### src/rtl/vram_pkg.sv
// vram_pkg: shared constants and types for the video RAM write-port sequencer.
// Optional feature macro used by this slice: VRAM_FILL_INCR_EN (ramp fill data).
package vram_pkg;

    // Default geometry; must match the videoram instance.
    localparam int VRAM_AWIDTH = 8;
    localparam int VRAM_DWIDTH = 16;

    // Block-fill engine states.
    typedef enum logic [1:0] {
        ST_IDLE = 2'd0,
        ST_FILL = 2'd1,
        ST_DONE = 2'd2
    } fill_state_e;

    // Word count for the default geometry: 0 .. 2**VRAM_AWIDTH inclusive.
    typedef logic [VRAM_AWIDTH:0] vram_count_t;

endpackage

### src/rtl/vram_fill_seq.sv
// vram_fill_seq: block-fill engine for the video RAM write port.
// Latches base/count/value on fill_start, then offers one write per cycle
// through fill_valid; the arbiter accepts it with fill_grant.
// Macro VRAM_FILL_INCR_EN: when defined, the fill word increments after
// each granted write (ramp pattern); otherwise it stays constant.
module vram_fill_seq
    import vram_pkg::*;
#(
    parameter int AWIDTH = VRAM_AWIDTH,
    parameter int DWIDTH = VRAM_DWIDTH
) (
    input  logic              clk,
    input  logic              rst_n,
    input  logic              fill_start,
    input  logic [AWIDTH-1:0] fill_base,
    input  logic [AWIDTH:0]   fill_count,
    input  logic [DWIDTH-1:0] fill_value,
    input  logic              fill_grant,
    output logic              fill_valid,
    output logic [AWIDTH-1:0] fill_addr,
    output logic [DWIDTH-1:0] fill_data,
    output logic              fill_busy,
    output logic              fill_done
);

    localparam logic [AWIDTH:0]   CNT_ZERO = {(AWIDTH+1){1'b0}};
    localparam logic [AWIDTH:0]   CNT_ONE  = (AWIDTH+1)'(1'b1);
    localparam logic [AWIDTH-1:0] ADDR_ONE = AWIDTH'(1'b1);

    fill_state_e       state_r;
    fill_state_e       next_state_s;
    logic [AWIDTH-1:0] addr_r;
    logic [AWIDTH:0]   cnt_r;
    logic [DWIDTH-1:0] value_r;
    logic              busy_r;
    logic              done_r;

    // Next-state logic: a zero-length fill goes straight to DONE; the last granted write ends FILL.
    always_comb begin
        next_state_s = state_r;
        case (state_r)
            ST_IDLE: begin
                if (fill_start) begin
                    if (fill_count == CNT_ZERO) begin
                        next_state_s = ST_DONE;
                    end else begin
                        next_state_s = ST_FILL;
                    end
                end else begin
                    next_state_s = ST_IDLE;
                end
            end
            ST_FILL: begin
                if (fill_grant && (cnt_r == CNT_ONE)) begin
                    next_state_s = ST_DONE;
                end else begin
                    next_state_s = ST_FILL;
                end
            end
            ST_DONE: begin
                next_state_s = ST_IDLE;
            end
            default: begin
                next_state_s = ST_IDLE;
            end
        endcase
    end

    // State register plus busy/done flags registered from the next state so they align with it.
    always_ff @(posedge clk or negedge rst_n) begin
        if (!rst_n) begin
            state_r <= ST_IDLE;
            busy_r  <= 1'b0;
            done_r  <= 1'b0;
        end else begin
            state_r <= next_state_s;
            busy_r  <= (next_state_s != ST_IDLE);
            done_r  <= (next_state_s == ST_DONE);
        end
    end

    // Fill parameters: latched only when idle, stepped once per granted write.
    always_ff @(posedge clk or negedge rst_n) begin
        if (!rst_n) begin
            addr_r  <= {AWIDTH{1'b0}};
            cnt_r   <= CNT_ZERO;
            value_r <= {DWIDTH{1'b0}};
        end else begin
            case (state_r)
                ST_IDLE: begin
                    if (fill_start) begin
                        addr_r  <= fill_base;
                        cnt_r   <= fill_count;
                        value_r <= fill_value;
                    end
                end
                ST_FILL: begin
                    if (fill_grant) begin
                        // Address wraps naturally modulo 2**AWIDTH.
                        addr_r <= addr_r + ADDR_ONE;
                        cnt_r  <= cnt_r - CNT_ONE;
`ifdef VRAM_FILL_INCR_EN
                        value_r <= value_r + DWIDTH'(1'b1);
`else
                        value_r <= value_r;
`endif
                    end
                end
                default: begin
                    addr_r  <= addr_r;
                    cnt_r   <= cnt_r;
                    value_r <= value_r;
                end
            endcase
        end
    end

    assign fill_valid = (state_r == ST_FILL);
    assign fill_addr  = addr_r;
    assign fill_data  = value_r;
    assign fill_busy  = busy_r;
    assign fill_done  = done_r;

endmodule

### src/rtl/vram_write_arb.sv
// vram_write_arb: owns the videoram write port and shares it between a CPU
// single-word requester and the block-fill engine (vram_fill_seq).
// The CPU has priority but is ineligible while its ack is high, so the fill
// engine always gets at least every other slot.
// Macro VRAM_FILL_INCR_EN (in vram_fill_seq) selects ramp fill data.
module vram_write_arb
    import vram_pkg::*;
#(
    parameter int AWIDTH = VRAM_AWIDTH,
    parameter int DWIDTH = VRAM_DWIDTH
) (
    input  logic              clk,
    input  logic              rst_n,
    input  logic              cpu_req,
    input  logic [AWIDTH-1:0] cpu_addr,
    input  logic [DWIDTH-1:0] cpu_data,
    output logic              cpu_ack,
    input  logic              fill_start,
    input  logic [AWIDTH-1:0] fill_base,
    input  logic [AWIDTH:0]   fill_count,
    input  logic [DWIDTH-1:0] fill_value,
    output logic              fill_busy,
    output logic              fill_done,
    output logic              vram_we,
    output logic [AWIDTH-1:0] vram_waddr,
    output logic [DWIDTH-1:0] vram_wdata
);

    logic              cpu_elig_s;
    logic              fill_valid_s;
    logic              fill_grant_s;
    logic [AWIDTH-1:0] fill_addr_s;
    logic [DWIDTH-1:0] fill_data_s;

    logic              cpu_ack_r;
    logic              vram_we_r;
    logic [AWIDTH-1:0] vram_waddr_r;
    logic [DWIDTH-1:0] vram_wdata_r;

    vram_fill_seq #(
        .AWIDTH (AWIDTH),
        .DWIDTH (DWIDTH)
    ) u_fill_seq (
        .clk        (clk),
        .rst_n      (rst_n),
        .fill_start (fill_start),
        .fill_base  (fill_base),
        .fill_count (fill_count),
        .fill_value (fill_value),
        .fill_grant (fill_grant_s),
        .fill_valid (fill_valid_s),
        .fill_addr  (fill_addr_s),
        .fill_data  (fill_data_s),
        .fill_busy  (fill_busy),
        .fill_done  (fill_done)
    );

    // Arbitration on registered state: an un-acked CPU request beats the fill engine.
    always_comb begin
        cpu_elig_s   = 1'b0;
        fill_grant_s = 1'b0;
        if (cpu_req && !cpu_ack_r) begin
            cpu_elig_s   = 1'b1;
            fill_grant_s = 1'b0;
        end else begin
            cpu_elig_s   = 1'b0;
            fill_grant_s = fill_valid_s;
        end
    end

    // Write-port register: drive the winner next cycle, otherwise drop we and hold addr/data.
    always_ff @(posedge clk or negedge rst_n) begin
        if (!rst_n) begin
            cpu_ack_r    <= 1'b0;
            vram_we_r    <= 1'b0;
            vram_waddr_r <= {AWIDTH{1'b0}};
            vram_wdata_r <= {DWIDTH{1'b0}};
        end else begin
            cpu_ack_r <= cpu_elig_s;
            if (cpu_elig_s) begin
                vram_we_r    <= 1'b1;
                vram_waddr_r <= cpu_addr;
                vram_wdata_r <= cpu_data;
            end else if (fill_grant_s) begin
                vram_we_r    <= 1'b1;
                vram_waddr_r <= fill_addr_s;
                vram_wdata_r <= fill_data_s;
            end else begin
                vram_we_r    <= 1'b0;
                vram_waddr_r <= vram_waddr_r;
                vram_wdata_r <= vram_wdata_r;
            end
        end
    end

    assign cpu_ack    = cpu_ack_r;
    assign vram_we    = vram_we_r;
    assign vram_waddr = vram_waddr_r;
    assign vram_wdata = vram_wdata_r;

endmodule

### config.mk
export PLATFORM = sky130hd
export DESIGN_NAME = vram_write_arb
export DESIGN_NICKNAME = d
export VERILOG_FILES = /design/src/rtl/vram_pkg.sv /design/src/rtl/vram_fill_seq.sv /design/src/rtl/vram_write_arb.sv
export SDC_FILE = /design/constraint.sdc
export NUM_CORES = 1
export LEC_CHECK = 0
export CORE_MARGIN = 2
export CORE_UTILIZATION = 42
export DETAILED_ROUTE_END_ITERATION = 6
export PLACE_DENSITY = 0.71
export SYNTH_ARGS = -nofsm -noshare
export SYNTH_HDL_FRONTEND = slang
export SYNTH_HIERARCHICAL = 1
export SYNTH_SLANG_ARGS = --single-unit
export TNS_END_PERCENT = 5
### constraint.sdc
create_clock -name clk -period 4.7 [get_ports clk]
set_input_delay 0.705 -clock clk [delete_from_list [all_inputs] [get_ports clk]]
set_output_delay 0.705 -clock clk [all_outputs]
set_load 0.005 [all_outputs]
==> results.yml <==
cells_and_area:
  syn_to_final_growth_pct: 33.6
  num_antenna_cells: 0
  final_cell_mix: "clkdlybuf4s50_1, dfrtp_1, mux2_4"
  fin_nets: 411
  instances_no_fill: 454
  drive_gt1_share_pct: 26.4
  final_common_cell: "clkdlybuf4s50_1"
floorplanning:
  coreArea_um2: 7650
  die_w_um: 92.3
  initial_core_util_pct: 42.8
  std_cell_rows: 32
  die_area_um2: 8520
  io_pins: 89
  die_y_um: 92.3
critical_path:
  r2r_slack_ns: 2.40
  r2r-start: "u_fill_seq/state_r[1]"
  start_kind: "input port"
  required_ns: 4.91
  reg2reg_depth: 7
  r2r-end: "u_fill_seq/cnt_r[7]"
  arrival_ns: 2.57
  criticalPathCategory: "input port to flop"
  crit_fanout: 21
  end_kind: "flop"
global_route:
  grt_max_degree: 64
  antenna_found_initial: 0
  grt_pass1_vias: 2362
  overflow: 0
  track_usage_pct: 17.8
  grt_pass1_wl_mm: 11.8
routing:
  ant_nets: 0
  drt_wl_total_mm: 7.24
  routedWlPerCell_um: 16.0
  num_vias: 2323
  routed_via_density: 5.12
  drtPass1Iterations: 4
  drc: 0
  drt_iter0_drc: 94
sta:
  fin_worst_skew_ns: 0.00821
  fin_tns_setup_ns: 0
  rsz0062_at_grt: "no"
  holdWs_ns: 0.510
  fin_crit_ns: 2.36
  slew_violations: 0
  worst_pin_slew_ns: 0.939
  setup-violations-final: 0
  fmax_mhz: 424
  fin_crit_sh_pct: 50.2
  hold_viol: 0
  max_slew_margin_pct: 37.4
  worst_slack_ns: 2.34
clock_tree:
  h-tree-depth: 3
  holdBufCountCts: 0
  clk_pin_slew_worst_paths_ns: 0.07
  cts_setup_buffers: 0
  clk_latency_ns: 0.34
  cts_root_buffer: "clkbuf_8"
  ctsResizeCount: 0
  cts_tree: "yes"
  numCtsBuffers: 9
  cts.sinks: 63
  clk_path_buf_depth: 2
synthesis:
  ys_types: 46
  syn_inst: 261
  ys.warnings.count: 6
  syn_avg_cell_area_um2: 12.5
  yosysSeqAreaShare_pct: 48.1
  synth_area_um2: 3270
  syn_nets: 325
  synth-seq-cells: 63
power:
  p_leak_uw: 0.00193
  peakVddDrop_v: 0.000302
  power_density_nw_per_um2: 528
place:
  pre_cts_ws_ns: 2.00
  io_buffers: 88
  gp_congestion: 0.768
  place_inst: 438
  dpl.hpwl_mm: 4.83
min_path:
  worst_hold_path.num_cells: 1
  hp-start: "u_fill_seq/fill_data[3]"
  holdPathEnd: "u_fill_seq/fill_data[3]"
  hold_class: "flop to flop"
run_status:
  status: "finished, final reports clean"
run:
  drv_cap: 0
-- stage by stage --
| stage | util, % | area (µm²) | power [µW] |
|---|---|---|---|
| 4_1_cts | 57.2 | 4380 | 2330 |
| 6_report | 57.2 | 4380 | 2310 |
| 3_5_place_dp | 54.4 | 4160 | 1800 |
| 3_3_place_gp | 54.4 | 4160 | 1770 |
| 5_1_grt | 57.2 | 4380 | 2460 |
| 2_1_floorplan | - | 3270 | 1470 |
-- cells in the mapped netlist, drive strengths merged --
master / count / area share (%)
mux2: 64 / 26
dfrtp: 63 / 48
a21oi: 17 / 2.7
buf: 16 / 4.3
nor2: 16 / 2.1
nand2: 13 / 1.5
o21ai: 13 / 2.0
inv: 7 / 0.80
nand2b: 6 / 1.5
a2bb2oi: 5 / 1.3
o22ai: 5 / 0.96
nand3: 4 / 0.61
nor3: 4 / 0.76
ha: 3 / 1.1
a22oi: 2 / 0.46
a31o: 2 / 0.54
a31oi: 2 / 0.38
and2: 2 / 0.38
nor4: 2 / 0.57
o32ai: 2 / 0.54
or2: 2 / 0.38
a21o: 1 / 0.23
a32oi: 1 / 0.27
and4: 1 / 0.27
mux2i: 1 / 0.31
nand4: 1 / 0.19
o211a: 1 / 0.31
o211ai: 1 / 0.23
o2bb2ai: 1 / 0.27
or3: 1 / 0.19
or3b: 1 / 0.27
or4: 1 / 0.34
-- cell type report --
type | count | area, µm²
Fill cell | 630 | 3270
Sequential cell | 63 | 1580
Multi-Input combinational cell | 175 | 1530
Timing Repair Buffer | 91 | 898
Clock buffer | 10 | 128
Tap cell | 102 | 128
Clock inverter | 6 | 85.1
Inverter | 7 | 26.3
-- kinds of logic (layout without fill, tap and decap cells) --
kind of cell             after synthesis  count (layout)  share of synthesized area (%)
multiplexers                          65              65                           26.4
adder cells (fa/ha/maj)                3               3                           1.15
AND/OR/NAND/NOR                       54              54                           8.98
buffers and inverters                 23             114                           5.08
AO/OA/AOI/OAI                         53              53                           10.2
flip-flops                            63              63                           48.1
-- where the power goes --
| part | total [µW] | internal [µW] | switching (µW) |
|---|---|---|---|
| sequential | 938 | 767 | 171 |
| combinational | 857 | 575 | 282 |
| clock | 516 | 297 | 219 |
-- how the worst max path moves through the flow --
stage / cells after the start / endpoint / startpoint / slack [ns]
floorplan: 13 / u_fill_seq/fill_addr[5] / u_fill_seq/state_r[1] / 2.55
global placement: 7 / u_fill_seq/cnt_r[7] / cpu_req / 2.04
detailed placement: 7 / u_fill_seq/cnt_r[7] / cpu_req / 2.00
CTS: 7 / u_fill_seq/cnt_r[7] / cpu_req / 2.37
global route: 7 / u_fill_seq/cnt_r[7] / cpu_req / 2.14
finish: 7 / u_fill_seq/cnt_r[7] / cpu_req / 2.34
-- sequential cells by signal, indices dropped and copies added (netlist names) --
name and flops:
vram_wdata 16, u_fill_seq/fill_busy 1, u_fill_seq/fill_data 16, vram_we 1, vram_waddr 8, u_fill_seq/state_r 2
u_fill_seq/cnt_r 9, cpu_ack 1, u_fill_seq/fill_addr 8, u_fill_seq/fill_done 1
-- per-layer routing --
layer	share of wire (%)	up-vias	wire [µm]	global-route usage, %
li1	-	1112	-	-
met1	45	1133	3220	23.2
met2	49	68	3550	28.6
met3	4.7	10	337	3.66
met4	1.8	0	133	8.33
met5	0	-	0	0
-- critical path, stage by stage --
cell             delay (ns)
clkdlybuf4s50_1        0.42
nand2b_2               0.10
and2_1                 0.12
nand2_1                0.08
a21oi_2                0.76
o21ai_0                0.20
o2bb2ai_1              0.17
No activity file was read; power rests on OpenSTA's default activity.
